## src/rtl/cpu_types.sv

```systemverilog
// Shared CPU types: opcodes, the task payload carried down the pipe,
// and the issue-queue classification helper.
package cpu_types;

  typedef enum logic [2:0] {
    OP_ALU    = 3'd0,
    OP_LOAD   = 3'd1,
    OP_STORE  = 3'd2,
    OP_BRANCH = 3'd3,
    OP_MUL    = 3'd4
  } opcode_t;

  typedef struct packed {
    opcode_t    opcode;
    logic [7:0] tag;
    logic [7:0] data;
  } task_t;

  typedef enum logic [1:0] {
    IQ_STORE,
    IQ_LOAD,
    IQ_ALU
  } iq_class_t;

  // Anything that is neither a store nor a load goes to the ALU stations.
  function automatic iq_class_t iq_classify(input opcode_t opcode);
    case (opcode)
      OP_STORE: return IQ_STORE;
      OP_LOAD:  return IQ_LOAD;
      default:  return IQ_ALU;
    endcase
  endfunction

endpackage

```

## src/rtl/issue_queue_param_rs_select.sv

```systemverilog
// Finds the lowest-index free reservation station in the window
// [BASE, BASE+SIZE) of the global RS_BUSY vector.
module issue_queue_param_rs_select #(
  parameter int unsigned N_RS = 6,
  parameter int unsigned BASE = 0,
  parameter int unsigned SIZE = 2
) (
  input  logic [N_RS-1:0] busy,
  output logic            found,
  output logic [N_RS-1:0] target
);

  localparam int unsigned IW = $clog2(N_RS);

  always_comb begin
    found  = 1'b0;
    target = '0;
    for (int unsigned i = 0; i < SIZE; i++) begin
      if (!found && !busy[IW'(BASE + i)]) begin
        found                = 1'b1;
        target[IW'(BASE + i)] = 1'b1;
      end
    end
  end

endmodule

```

## src/rtl/issue_queue_param.sv

```systemverilog
// In-order dual-enqueue issue queue feeding class-partitioned reservation stations.
// Optional macro IQ_STALL_STATS_EN adds saturating STALL_CNT / FULL_CNT counters.
module issue_queue_param
  import cpu_types::*;
#(
  parameter int unsigned DEPTH      = 16,
  parameter int unsigned N_STORE_RS = 2,
  parameter int unsigned N_LOAD_RS  = 2,
  parameter int unsigned N_ALU_RS   = 2,
  localparam int unsigned N_RS = N_STORE_RS + N_LOAD_RS + N_ALU_RS,
  localparam int unsigned PW   = $clog2(DEPTH),
  localparam int unsigned CW   = PW + 1
) (
  input  logic            CLK,
  input  logic            RST,
  input  logic            FLUSH,
  input  task_t           TASK_0,
  input  logic            TASK_0_VALID,
  input  task_t           TASK_1,
  input  logic            TASK_1_VALID,
  output logic            ENQ_ACCEPT,
  input  logic [N_RS-1:0] RS_BUSY,
  output logic            DISPATCH_VALID,
  output task_t           DISPATCH_TASK,
  output logic [N_RS-1:0] DISPATCH_RS,
  output logic            FULL,
  output logic            EMPTY,
  output logic [CW-1:0]   COUNT
`ifdef IQ_STALL_STATS_EN
  ,
  output logic [31:0]     STALL_CNT,
  output logic [31:0]     FULL_CNT
`endif
);

  if (N_STORE_RS == 0 || N_LOAD_RS == 0 || N_ALU_RS == 0 ||
      DEPTH < 4 || (DEPTH & (DEPTH - 1)) != 0) begin : g_bad_cfg
    $error("issue_queue_param: illegal configuration");
  end

  task_t           mem [DEPTH];
  logic [PW-1:0]   head;
  logic [PW-1:0]   tail;
  logic [CW-1:0]   count;
  logic [1:0]      n_in;
  logic [CW-1:0]   free;
  iq_class_t       head_class;
  logic            found_st, found_ld, found_alu, sel_found;
  logic [N_RS-1:0] tgt_st, tgt_ld, tgt_alu, sel_tgt;

  // Free space is judged on start-of-cycle occupancy; a same-cycle dispatch is not credited.
  assign n_in       = {1'b0, TASK_0_VALID} + {1'b0, TASK_1_VALID};
  assign free       = CW'(DEPTH) - count;
  assign ENQ_ACCEPT = !RST && !FLUSH && (n_in != 2'd0) && (free >= CW'(n_in));

  assign EMPTY = (count == '0);
  assign FULL  = (free < CW'(2));
  assign COUNT = count;

  assign DISPATCH_TASK = EMPTY ? '0 : mem[head];
  assign head_class    = iq_classify(DISPATCH_TASK.opcode);

  issue_queue_param_rs_select #(.N_RS(N_RS), .BASE(0), .SIZE(N_STORE_RS)) u_sel_store (
    .busy(RS_BUSY), .found(found_st), .target(tgt_st)
  );
  issue_queue_param_rs_select #(.N_RS(N_RS), .BASE(N_STORE_RS), .SIZE(N_LOAD_RS)) u_sel_load (
    .busy(RS_BUSY), .found(found_ld), .target(tgt_ld)
  );
  issue_queue_param_rs_select #(.N_RS(N_RS), .BASE(N_STORE_RS + N_LOAD_RS), .SIZE(N_ALU_RS)) u_sel_alu (
    .busy(RS_BUSY), .found(found_alu), .target(tgt_alu)
  );

  always_comb begin
    sel_found = 1'b0;
    sel_tgt   = '0;
    case (head_class)
      IQ_STORE: begin sel_found = found_st;  sel_tgt = tgt_st;  end
      IQ_LOAD:  begin sel_found = found_ld;  sel_tgt = tgt_ld;  end
      default:  begin sel_found = found_alu; sel_tgt = tgt_alu; end
    endcase
  end

  assign DISPATCH_VALID = !RST && !EMPTY && !FLUSH && sel_found;
  assign DISPATCH_RS    = DISPATCH_VALID ? sel_tgt : '0;

  // Pointer and occupancy state; flush outranks enqueue and dispatch.
  always_ff @(posedge CLK or posedge RST) begin
    if (RST) begin
      head  <= '0;
      tail  <= '0;
      count <= '0;
    end else if (FLUSH) begin
      head  <= '0;
      tail  <= '0;
      count <= '0;
    end else begin
      if (DISPATCH_VALID) head <= head + PW'(1);
      if (ENQ_ACCEPT)     tail <= tail + PW'(n_in);
      count <= count + (ENQ_ACCEPT ? CW'(n_in) : CW'(0)) - (DISPATCH_VALID ? CW'(1) : CW'(0));
    end
  end

  // Entry storage needs no reset; a lone TASK_1 lands at tail.
  always_ff @(posedge CLK) begin
    if (ENQ_ACCEPT) begin
      if (TASK_0_VALID) mem[tail] <= TASK_0;
      if (TASK_1_VALID) mem[tail + PW'(TASK_0_VALID)] <= TASK_1;
    end
  end

`ifdef IQ_STALL_STATS_EN
  always_ff @(posedge CLK or posedge RST) begin
    if (RST) begin
      STALL_CNT <= '0;
      FULL_CNT  <= '0;
    end else begin
      if (!EMPTY && !DISPATCH_VALID && !FLUSH && STALL_CNT != '1)
        STALL_CNT <= STALL_CNT + 32'd1;
      if (n_in != 2'd0 && !ENQ_ACCEPT && FULL_CNT != '1)
        FULL_CNT <= FULL_CNT + 32'd1;
    end
  end
`endif

endmodule

```

## config.mk

```make
export PLATFORM = sky130hd
export DESIGN_NAME = issue_queue_param
export DESIGN_NICKNAME = d
export VERILOG_FILES = /design/src/rtl/cpu_types.sv /design/src/rtl/issue_queue_param_rs_select.sv /design/src/rtl/issue_queue_param.sv
export SDC_FILE = /design/constraint.sdc
export NUM_CORES = 1
export LEC_CHECK = 0
export ABC_CLOCK_PERIOD_IN_PS = 4100
export BUFFER_PORTS_ARGS = -buffer_cell sky130_fd_sc_hd__clkbuf_2
export CAP_MARGIN = 20
export CORE_ASPECT_RATIO = 1.25
export CORE_MARGIN = 5
export CORE_UTILIZATION = 55
export CTS_BUF_LIST = sky130_fd_sc_hd__clkbuf_8 sky130_fd_sc_hd__clkbuf_16
export DETAILED_ROUTE_END_ITERATION = 10
export GPL_ROUTABILITY_DRIVEN = 0
export PLACE_DENSITY = 0.73
export SYNTH_ARGS = -nofsm -noshare
export SYNTH_HDL_FRONTEND = slang
export SYNTH_HIERARCHICAL = 1
export SYNTH_SLANG_ARGS = --single-unit
```

## constraint.sdc

```tcl
create_clock -name CLK -period 4.1 [get_ports CLK]
set_input_delay 0.615 -clock CLK [delete_from_list [all_inputs] [get_ports CLK]]
set_output_delay 0.615 -clock CLK [all_outputs]
set_load 0.05 [all_outputs]
```

==> metrics, run 1 <==
status finished clean; Post-synth EDFFs 304; most common library cells after synthesis edfxtp_1, mux2_2, mux4_2, clkbuf_1, nand2_1; clk root buf clkbuf_16; DRC viols 0; count of port buffers added during placement 82; Syn Inst Count 1071; Detailed Place HPWL 28.35 mm; Final Skew 0.01412 ns; FMAX 257.5 MHz; final wirelength 45.80 mm; Routed Antenna Nets 0; Setup-failing EPs final 0; slew margin rel. 0.4180; fin crit period 3.883 ns; P_leak 6.642 nW; main area contributors after synthesis edfxtp_1, mux2_2, mux4_2; Final Util 0.6228; Post-Place Cell Area 18130 um2; Tot GR Track Use 0.2668; Worst Max-Slew Pin Slew 0.8729 ns; Initial Util 0.5528; Die Wd 167.4 um; fin nets 1215; WP data required 3.48 ns; Reg clk slew, reported paths 0.06 ns; Yosys top cell by area edfxtp_1; Top FF cell, synth edfxtp_1; DR pass1 iterations 5; dpl ws 0.2720 ns; final critical-path share of the clock period 0.9471; CTS buffer count 34; #FFs+latches synth 317; H-Tree Depth 2; synth warn 6; vias in the first global route 10470; number of top-level pins 83; layout cells sized above 1 0.5206; clk buf depth 3; Worst Setup Slack, final 0.2167 ns; routed length per instance 29.09 um; Unique masters post-synth 54; critical path endpoint category primary output; Layout area overhead 12.65%; total gr overflow 0; RSZ-0062 raised after global routing false; CTS Sinks 317; Post-Synth Simple-Gate Area 0.03232; worst min-delay path class in -> async; compound-gate portion of the synthesized area 0.03401; Vias/cell 6.451; post-synth top area share 0.5360; asr flop ratio synth 0.04101; CTS tree built; CP max FO 8; Max Cap Viol 0; arrival time at the worst endpoint 3.27 ns; Core Region 30810 um2; largest net degree at the start of global routing 52; Die ar. 34610 um2; Power per Cell Area 505.9 nW/um2; count of final hold-check violations 0; portion of netlist area occupied by mux cells 0.3246; IR drop worst, VDD 642.6 uV; CP startpoint kind register; vias 10150; Synth Cell Area 17030 um2; row count 72; final instance area 19190 um2; syn avg cell area 15.90 um2; Adder-Cell Fraction of Synth Area 0.01557; XOR/XNOR share of the synthesized area 0.003085; clock latency on the worst-skew pair 0.51 ns; post-synthesis sequential area ratio 0.5551; first-pass GRT wire length 68.74 mm; detailed router's first-iteration violation count 1125; Max Slew Vio Count 0; Die Ht 206.8 um; initial antenna violation count 7; largest family of logic cells by synthesized area multiplexers; Setup CP Type reg -> out
[layout make-up]
class,count,area (um2)
fillers,2290,11620
flip-flops and latches,317,9463
multi-input cells,629,7094
repair buffers,140,1037
clock buffers,35,875.8
well taps,407,509.2
clock inverters,19,110.1
inverters,24,90.09
diodes,3,7.507
[worst paths after layout]
path                                from        endpoint  slack, ns  cells past startpoint
worst max-delay path             head[0]  DISPATCH_RS[4]       0.22                     10
worst min-delay path                 RST         tail[2]       0.23                      2
worst max register to register   head[0]        COUNT[4]       0.35                     18
min in group CLK                   FLUSH        COUNT[4]       0.52                      2
worst min register to register  COUNT[4]        COUNT[4]       0.65                      3
max in group asynchronous            RST         head[1]       3.41                      2
[metal layers]
layer	wire, um	part of all wire	global-route usage
met1	17680	0.39	0.3478
met2	23800	0.52	0.4697
met3	3221	0.070	0.04533
met4	1059	0.023	0.07075
met5	27	0.00059	0
[flip-flops by register name, indices dropped and copies added, names as in the netlist]
| signal | flops |
|---|---|
| COUNT | 5 |
| head | 4 |
| mem | 304 |
| tail | 4 |
[cell families (layout without fill, tap and decap cells)]
logic type / Yosys count / after routing
AOI/OAI and AO/OA: 79 / 79
xor gates and xnor gates: 6 / 6
adders and majority gates: 20 / 20
buffers and inverters: 134 / 218
DFF: 317 / 317
muxes: 406 / 406
other: 3 / 15
and+or+nand+nor: 106 / 106
[report_power, final]
group	total [mW]	internal [mW]	switching [mW]
sequential	3.72	3.65	0.0691
combinational	3.17	1.21	1.96
clock	2.82	1.60	1.22
[per-stage QoR]
step           std cells  total power, mW  setup TNS, ns  hold WS [ns]
2_1_floorplan       1080            6.158        -134.17        0.4920
3_3_place_gp        1512            6.838              0        0.6195
3_5_place_dp        1512            6.891              0        0.6349
4_1_cts             1566            9.683              0        0.2467
5_1_grt             1574            10.09              0        0.2526
6_report            1574            9.708              0        0.2318
[repair_timing]
item	in CTS	in global routing
resized for setup	0	7
hold buffers	0	0
setup endpoints to repair	0	8
setup buffers	0	5
hold endpoints to repair	0	0
[cell usage in the layout, fill, tap and decap left out, types with 3 or more instances in the layout]
master,n
nand2_1,32
buf_4,42
mux4_2,85
clkinv_1,4
diode_2,3
dfrtp_1,10
o22ai_1,13
nand2b_1,10
o21ai_0,5
clkbuf_2,77
mux2i_1,15
nand3_1,6
xor2_1,4
mux2_2,304
a21o_1,3
and2_1,7
buf_2,5
o21ai_1,3
ha_1,18
edfxtp_1,304
nand3b_1,3
clkbuf_16,35
o21ai_2,17
a21oi_1,8
buf_12,15
nor2b_1,20
a221oi_2,4
conb_1,12
a211oi_1,8
nor2_1,15
nor2b_2,3
inv_1,35
[worst max-delay path: stages, from the launching register on]
cell	delay (ns)
dfrtp_4	0.55
buf_4	0.17
mux2i_1	0.12
a221oi_2	0.45
a22o_1	0.26
o2111ai_2	0.17
a21oi_2	0.26
a22oi_4	0.11
buf_4	0.19
a211oi_1	0.18
clkbuf_2	0.31
(Power assumes the default switching activity.)
==> inputs of run 2 (changes only) <==
- REMOVE_ABC_BUFFERS: unset -> 1
==> run 2 against run 1 <==
  * Final area decreased by 0.27%
  * Count of clock-buffer cells in the layout decreased by 4
  * Global-route usage decreased by 0.86 points
  * Clock skew increased by 0.0031 ns
  * Register-to-register slack about the same
  * Final cell count increased by 1.1%
  * Worst hold slack got worse by 0.12 ns
  * First-iteration DRC count decreased by 25%
  * Critical path type unchanged
  * Highest routed layer is now met4
==> metrics, run 2 (same netlist as run 1, synthesis figures left out) <==
fin crit period 3.974 ns (was 3.883 ns); Largest register FFs 304 (unchanged); CTS buffer count 30 (was 34); DR pass1 iterations 5 (unchanged); Worst Setup Slack, final 0.1260 ns (was 0.2167 ns); worst min-delay path class in -> async (unchanged); first-pass GRT wire length 66.71 mm (was 68.74 mm); layout cells sized above 1 0.5296 (was 0.5206); Die ar. 34610 um2 (unchanged); clk root buf clkbuf_16 (unchanged); count of final hold-check violations 0 (unchanged); slew margin rel. 0.4304 (was 0.4180); row count 72 (unchanged); count of port buffers added during placement 82 (unchanged); Power per Cell Area 497.1 nW/um2 (was 505.9 nW/um2); number of top-level pins 83 (unchanged); reg-to-reg critical path startpoint head[0] (unchanged); total gr overflow 0 (unchanged); Critical Path Start head[1] (was head[0]); CP max FO 15 (was 8); Final Skew 0.01724 ns (was 0.01412 ns); Die Wd 167.4 um (unchanged); Reg clk slew, reported paths 0.07 ns (was 0.06 ns); commonest cells after routing, fill and taps aside mux2_2, edfxtp_1, mux4_2, clkbuf_2, buf_4 (unchanged); Detailed Place HPWL 28.63 mm (was 28.35 mm); total power 9.512 mW (was 9.708 mW); diode count 0 (was 3); vias in the first global route 10450 (was 10470); WP data required 3.48 ns (about the same); Die Ht 206.8 um (unchanged); final critical-path share of the clock period 0.9693 (was 0.9471); Tot GR Track Use 0.2583 (was 0.2668); Setup TNS 0 ns (unchanged); Core Region 30810 um2 (unchanged); Final Hold Slack 0.1108 ns (was 0.2318 ns); Max Slew Vio Count 0 (unchanged); RSZ-0062 raised after global routing true (was false); Largest Register mem (unchanged); IR drop worst, VDD 381.3 uV (was 642.6 uV); Setup-failing EPs final 0 (unchanged); Setup CP Type reg -> out (unchanged); routed length per instance 27.95 um (was 29.09 um); Worst Max-Slew Pin Slew 0.8542 ns (was 0.8729 ns); largest net degree at the start of global routing 34 (was 52); FMAX 251.6 MHz (was 257.5 MHz); detailed router's first-iteration violation count 840 (was 1125); clock latency on the worst-skew pair 0.58 ns (was 0.51 ns); P_leak 6.664 nW (was 6.642 nW); critical path endpoint category primary output (unchanged); Vias/cell 6.337 (was 6.451); arrival time at the worst endpoint 3.36 ns (was 3.27 ns); Max Cap Viol 0 (unchanged); Initial Util 0.5528 (unchanged); Final Non-Filler Cells 1591 (was 1574); CTS Sinks 317 (unchanged); vias 10080 (was 10150); initial antenna violation count 0 (was 7); H-Tree Depth 1 (was 2); status finished clean (unchanged); final wirelength 44.47 mm (was 45.80 mm); fin nets 1229 (was 1215); Routed Antenna Nets 0 (unchanged); CTS tree built (unchanged); placed cells 1530 (was 1512); dpl ws 0.2909 ns (was 0.2720 ns); CP startpoint kind register (unchanged); clk buf depth 3 (unchanged); hold buffer count at cts 0 (unchanged); Layout area overhead 12.35% (was 12.65%); DRC viols 0 (unchanged)
run 2: path summary, 6_finish.rpt:
path | to | slack [ns] | cells past startpoint
worst max-delay path | DISPATCH_RS[3] | 0.13 | 9
worst min-delay path | COUNT[0] | 0.11 | 2
worst max register to register | COUNT[4] | 0.35 | 18
worst min register to register | COUNT[4] | 0.64 | 3
max in group asynchronous | head[1] | 3.56 | 2
min in group CLK | COUNT[1] | 0.42 | 2
run 2: metal layers:
metal	vias up	global-route usage	share of wire
met1	5232	0.3431	0.39
met4	0	0.07799	0.029
met3	75	0.04248	0.075
li1	4357	-	-
met2	418	0.4439	0.51
met5	-	0	0
run 2: power by group:
part / total, mW / switching [mW] / leakage (nW) / internal (mW)
Combinational: 3.15 / 1.94 / 3.28 / 1.21
Sequential: 3.72 / 0.0752 / 2.91 / 3.65
Clock: 2.64 / 1.21 / 0.478 / 1.43
run 2: repair_timing:
| item | 4_1_cts | 5_1_grt |
|---|---|---|
| resized for setup | 0 | 3 |
| pin swaps | 0 | 1 |
| setup endpoints to repair | 5 | 8 |
| buffers inserted | 1 | 4 |
run 2: final cells by class:
type	count	area (um2)
inverter	24	90.09
fill	2359	11670
clock inverter	25	141.4
multi-input combinational	629	7082
clock buffer	31	775.7
sequential	317	9463
tap	407	509.2
timing repair buffer	158	1075
run 2: metrics by stage:
step / cell area (um2) / util
after floorplan: 16570 / -
after global routing: 19140 / 0.6211
after global placement: 18170 / 0.5899
final: 19140 / 0.6211
after CTS: 19100 / 0.6200
after detailed placement: 18170 / 0.5899
run 2: worst max-delay path: stages, from the launching register on:
cell,delay (ns)
dfrtp_4,0.58
and2_1,0.30
a221oi_2,0.41
a22o_1,0.28
o2111ai_2,0.17
a21oi_2,0.24
a22oi_4,0.10
buf_4,0.19
a211oi_1,0.21
buf_2,0.31
==> inputs of run 3 (changes only) <==
- CTS_BUF_LIST: sky130_fd_sc_hd__clkbuf_8 sky130_fd_sc_hd__clkbuf_16 -> sky130_fd_sc_hd__clkbuf_4 sky130_fd_sc_hd__clkbuf_8
==> run 3 against run 2 <==
  * Clock skew is 0.0012 ns higher
  * Sequential cell count stayed put
  * Register-to-register slack hardly changed
  * Critical path depth stayed put
  * Final cell count is 1.7% higher
  * Sequential share of layout area hardly changed
  * Worst hold slack worse by 0.029 ns
  * Total power is 1.5% lower
==> metrics, run 3 (same netlist as run 1, synthesis figures left out) <==
status finished clean (unchanged); Reg clk slew, reported paths 0.07 ns (about the same); worst min-delay path class in -> async (unchanged); H-Tree Depth 2 (was 1); Max Slew Vio Count 0 (unchanged); vias in the first global route 10590 (was 10450); slew margin rel. 0.4122 (was 0.4304); global-route met1 utilization 0.3362 (was 0.3431); clk root buf clkbuf_8 (was clkbuf_16); arrival time at the worst endpoint 3.34 ns (was 3.36 ns); buffers plus inverters on the worst setup path 2 (unchanged); CP max FO 15 (unchanged); multi-input combinational cell area 7134 um2 (was 7082 um2); Die ar. 34610 um2 (unchanged); diode count 0 (unchanged); Largest Register mem (unchanged); first-pass GRT wire length 66.85 mm (was 66.71 mm); final critical-path share of the clock period 0.9641 (was 0.9693); total power 9.368 mW (was 9.512 mW); Power per Cell Area 488.9 nW/um2 (was 497.1 nW/um2); number of top-level pins 83 (unchanged); dpl ws 0.2909 ns (unchanged); clk buf depth 3 (unchanged); IR drop worst, VDD 455.0 uV (was 381.3 uV); DR pass1 iterations 5 (unchanged); initial antenna violation count 0 (unchanged); P_leak 6.655 nW (was 6.664 nW); Vias/cell 6.239 (was 6.337); met2 usage 0.4520 (was 0.4439); CTS Sinks 317 (unchanged); Final Util 0.6219 (was 0.6211); count of final hold-check violations 0 (unchanged); CP startpoint kind register (unchanged); FMAX 253.0 MHz (was 251.6 MHz); vias 10090 (was 10080); Worst Setup Slack, final 0.1473 ns (was 0.1260 ns); Worst Max-Slew Pin Slew 0.8816 ns (was 0.8542 ns); Crit path max-delay family compound AO/OA/AOI/OAI gates (unchanged); Detailed Place HPWL 28.63 mm (unchanged); Setup TNS 0 ns (unchanged); register area 9465 um2 (was 9463 um2); layout cells sized above 1 0.5434 (was 0.5296); met3 Resource Use GR 0.04819 (was 0.04248); FF-to-FF setup slack 0.34 ns (was 0.35 ns); Final Skew 0.01843 ns (was 0.01724 ns); Setup-failing EPs final 0 (unchanged); total gr overflow 0 (unchanged); Max Cap Viol 0 (unchanged); RSZ-0062 raised after global routing false (was true); largest net degree at the start of global routing 34 (unchanged); Max stage delay on crit path 0.57 ns (was 0.58 ns); critical path endpoint category primary output (unchanged); fin crit period 3.953 ns (was 3.974 ns); reg-to-reg critical path startpoint head[1] (was head[0]); final wirelength 44.49 mm (was 44.47 mm); CTS buffer count 49 (was 30); Final Hold Slack 0.08198 ns (was 0.1108 ns); WP data required 3.48 ns (about the same); Tot GR Track Use 0.2602 (was 0.2583); Largest register FFs 304 (unchanged); DRC viols 0 (unchanged); Die Ht 206.8 um (unchanged); Reg2Reg Depth 17 (was 18); Routed Antenna Nets 0 (unchanged); commonest cells after routing, fill and taps aside mux2_2, edfxtp_1, mux4_2, clkbuf_2, buf_4 (unchanged); worst flop-to-flop path endpoint COUNT[4] (unchanged); Layout area overhead 12.49% (was 12.35%); Core Region 30810 um2 (unchanged); row count 72 (unchanged); slowest library cell on the worst path dfrtp_4 (unchanged); count of port buffers added during placement 82 (unchanged); CTS tree built (unchanged); routed length per instance 27.49 um (was 27.95 um); fillers 2357 (was 2359); GRT Max-Usage Layer met2 (unchanged); detailed router's first-iteration violation count 924 (was 840); Die Wd 167.4 um (unchanged); cells along the critical path and2_2, a221oi_2, a22o_1, o2111ai_2, a21oi_2, a22oi_4, buf_4, a211oi_1, clkbuf_4 (was and2_1, a221oi_2, a22o_1, o2111ai_2, a21oi_2, a22oi_4, buf_4, a211oi_1, buf_2); fin nets 1248 (was 1229); clock latency on the worst-skew pair 0.60 ns (was 0.58 ns); Setup CP Type reg -> out (unchanged); hold buffer count at cts 0 (unchanged); Initial Util 0.5528 (unchanged)
run 3: changes by cell type in the layout (fill, tap and decap cells not counted), moves of 4 or more:
cell       change
inv_1          -8
clkbuf_2       -4
clkinv_1       +8
clkbuf_16     -31
clkbuf_8      +49
clkbuf_4      +19
clkinv_2       -6
run 3: worst max-delay path by stage:
stage | start | end | cells after the start
final | head[1] | DISPATCH_RS[3] | 9
after global routing | head[1] | DISPATCH_RS[3] | 8
after CTS | head[0] | DISPATCH_RS[3] | 10
after detailed placement | head[0] | COUNT[4] | 17
after global placement | head[0] | COUNT[4] | 17
after floorplan | head[0] | COUNT[4] | 16
run 3: final cells by class:
class / count / share of cell area
Timing Repair Buffer: 158 / 0.05649
Clock buffer: 65 / 0.04147
Multi-Input combinational cell: 629 / 0.3724
Inverter: 24 / 0.004702
Tap cell: 407 / 0.02658
Sequential cell: 317 / 0.4940
Clock inverter: 18 / 0.004375
run 3: power breakdown:
part / leakage (nW) / switching (mW) / internal, mW / total (mW)
Combinational: 3.29 / 1.94 / 1.23 / 3.17
Sequential: 2.91 / 0.0733 / 3.65 / 3.72
Clock: 0.463 / 1.22 / 1.25 / 2.48
Total: 6.66 / 3.24 / 6.13 / 9.37
run 3: what timing repair did:
item | in CTS | in global routing
pin swaps | 0 | 2
endpoints found under the setup margin | 8 | 9
setup buffers | 1 | 4
gates resized for setup | 0 | 19
run 3: layer usage:
| metal | wire [um] | vias up | part of all wire |
|---|---|---|---|
| met5 | 0 | - | 0 |
| met4 | 1204 | 0 | 0.027 |
| met3 | 3087 | 81 | 0.069 |
| met2 | 22710 | 410 | 0.51 |
| met1 | 17480 | 5189 | 0.39 |
| li1 | - | 4414 | - |
run 3: through the flow:
step           instances  instance area [um2]
6_report            1618                19160
5_1_grt             1618                19160
4_1_cts             1614                19060
3_5_place_dp        1530                18170
3_3_place_gp        1530                18170
2_1_floorplan        970                16570
run 3: worst register-to-register path, delay by kind of cell, from the launching register on:
kind | cells | cell delay, ns
AOI/OAI and AO/OA | 6 | 1.23
adders and majority gates | 3 | 0.67
buffers and inverters | 4 | 0.26
DFF | 1 | 0.57
and+or+nand+nor | 4 | 0.98
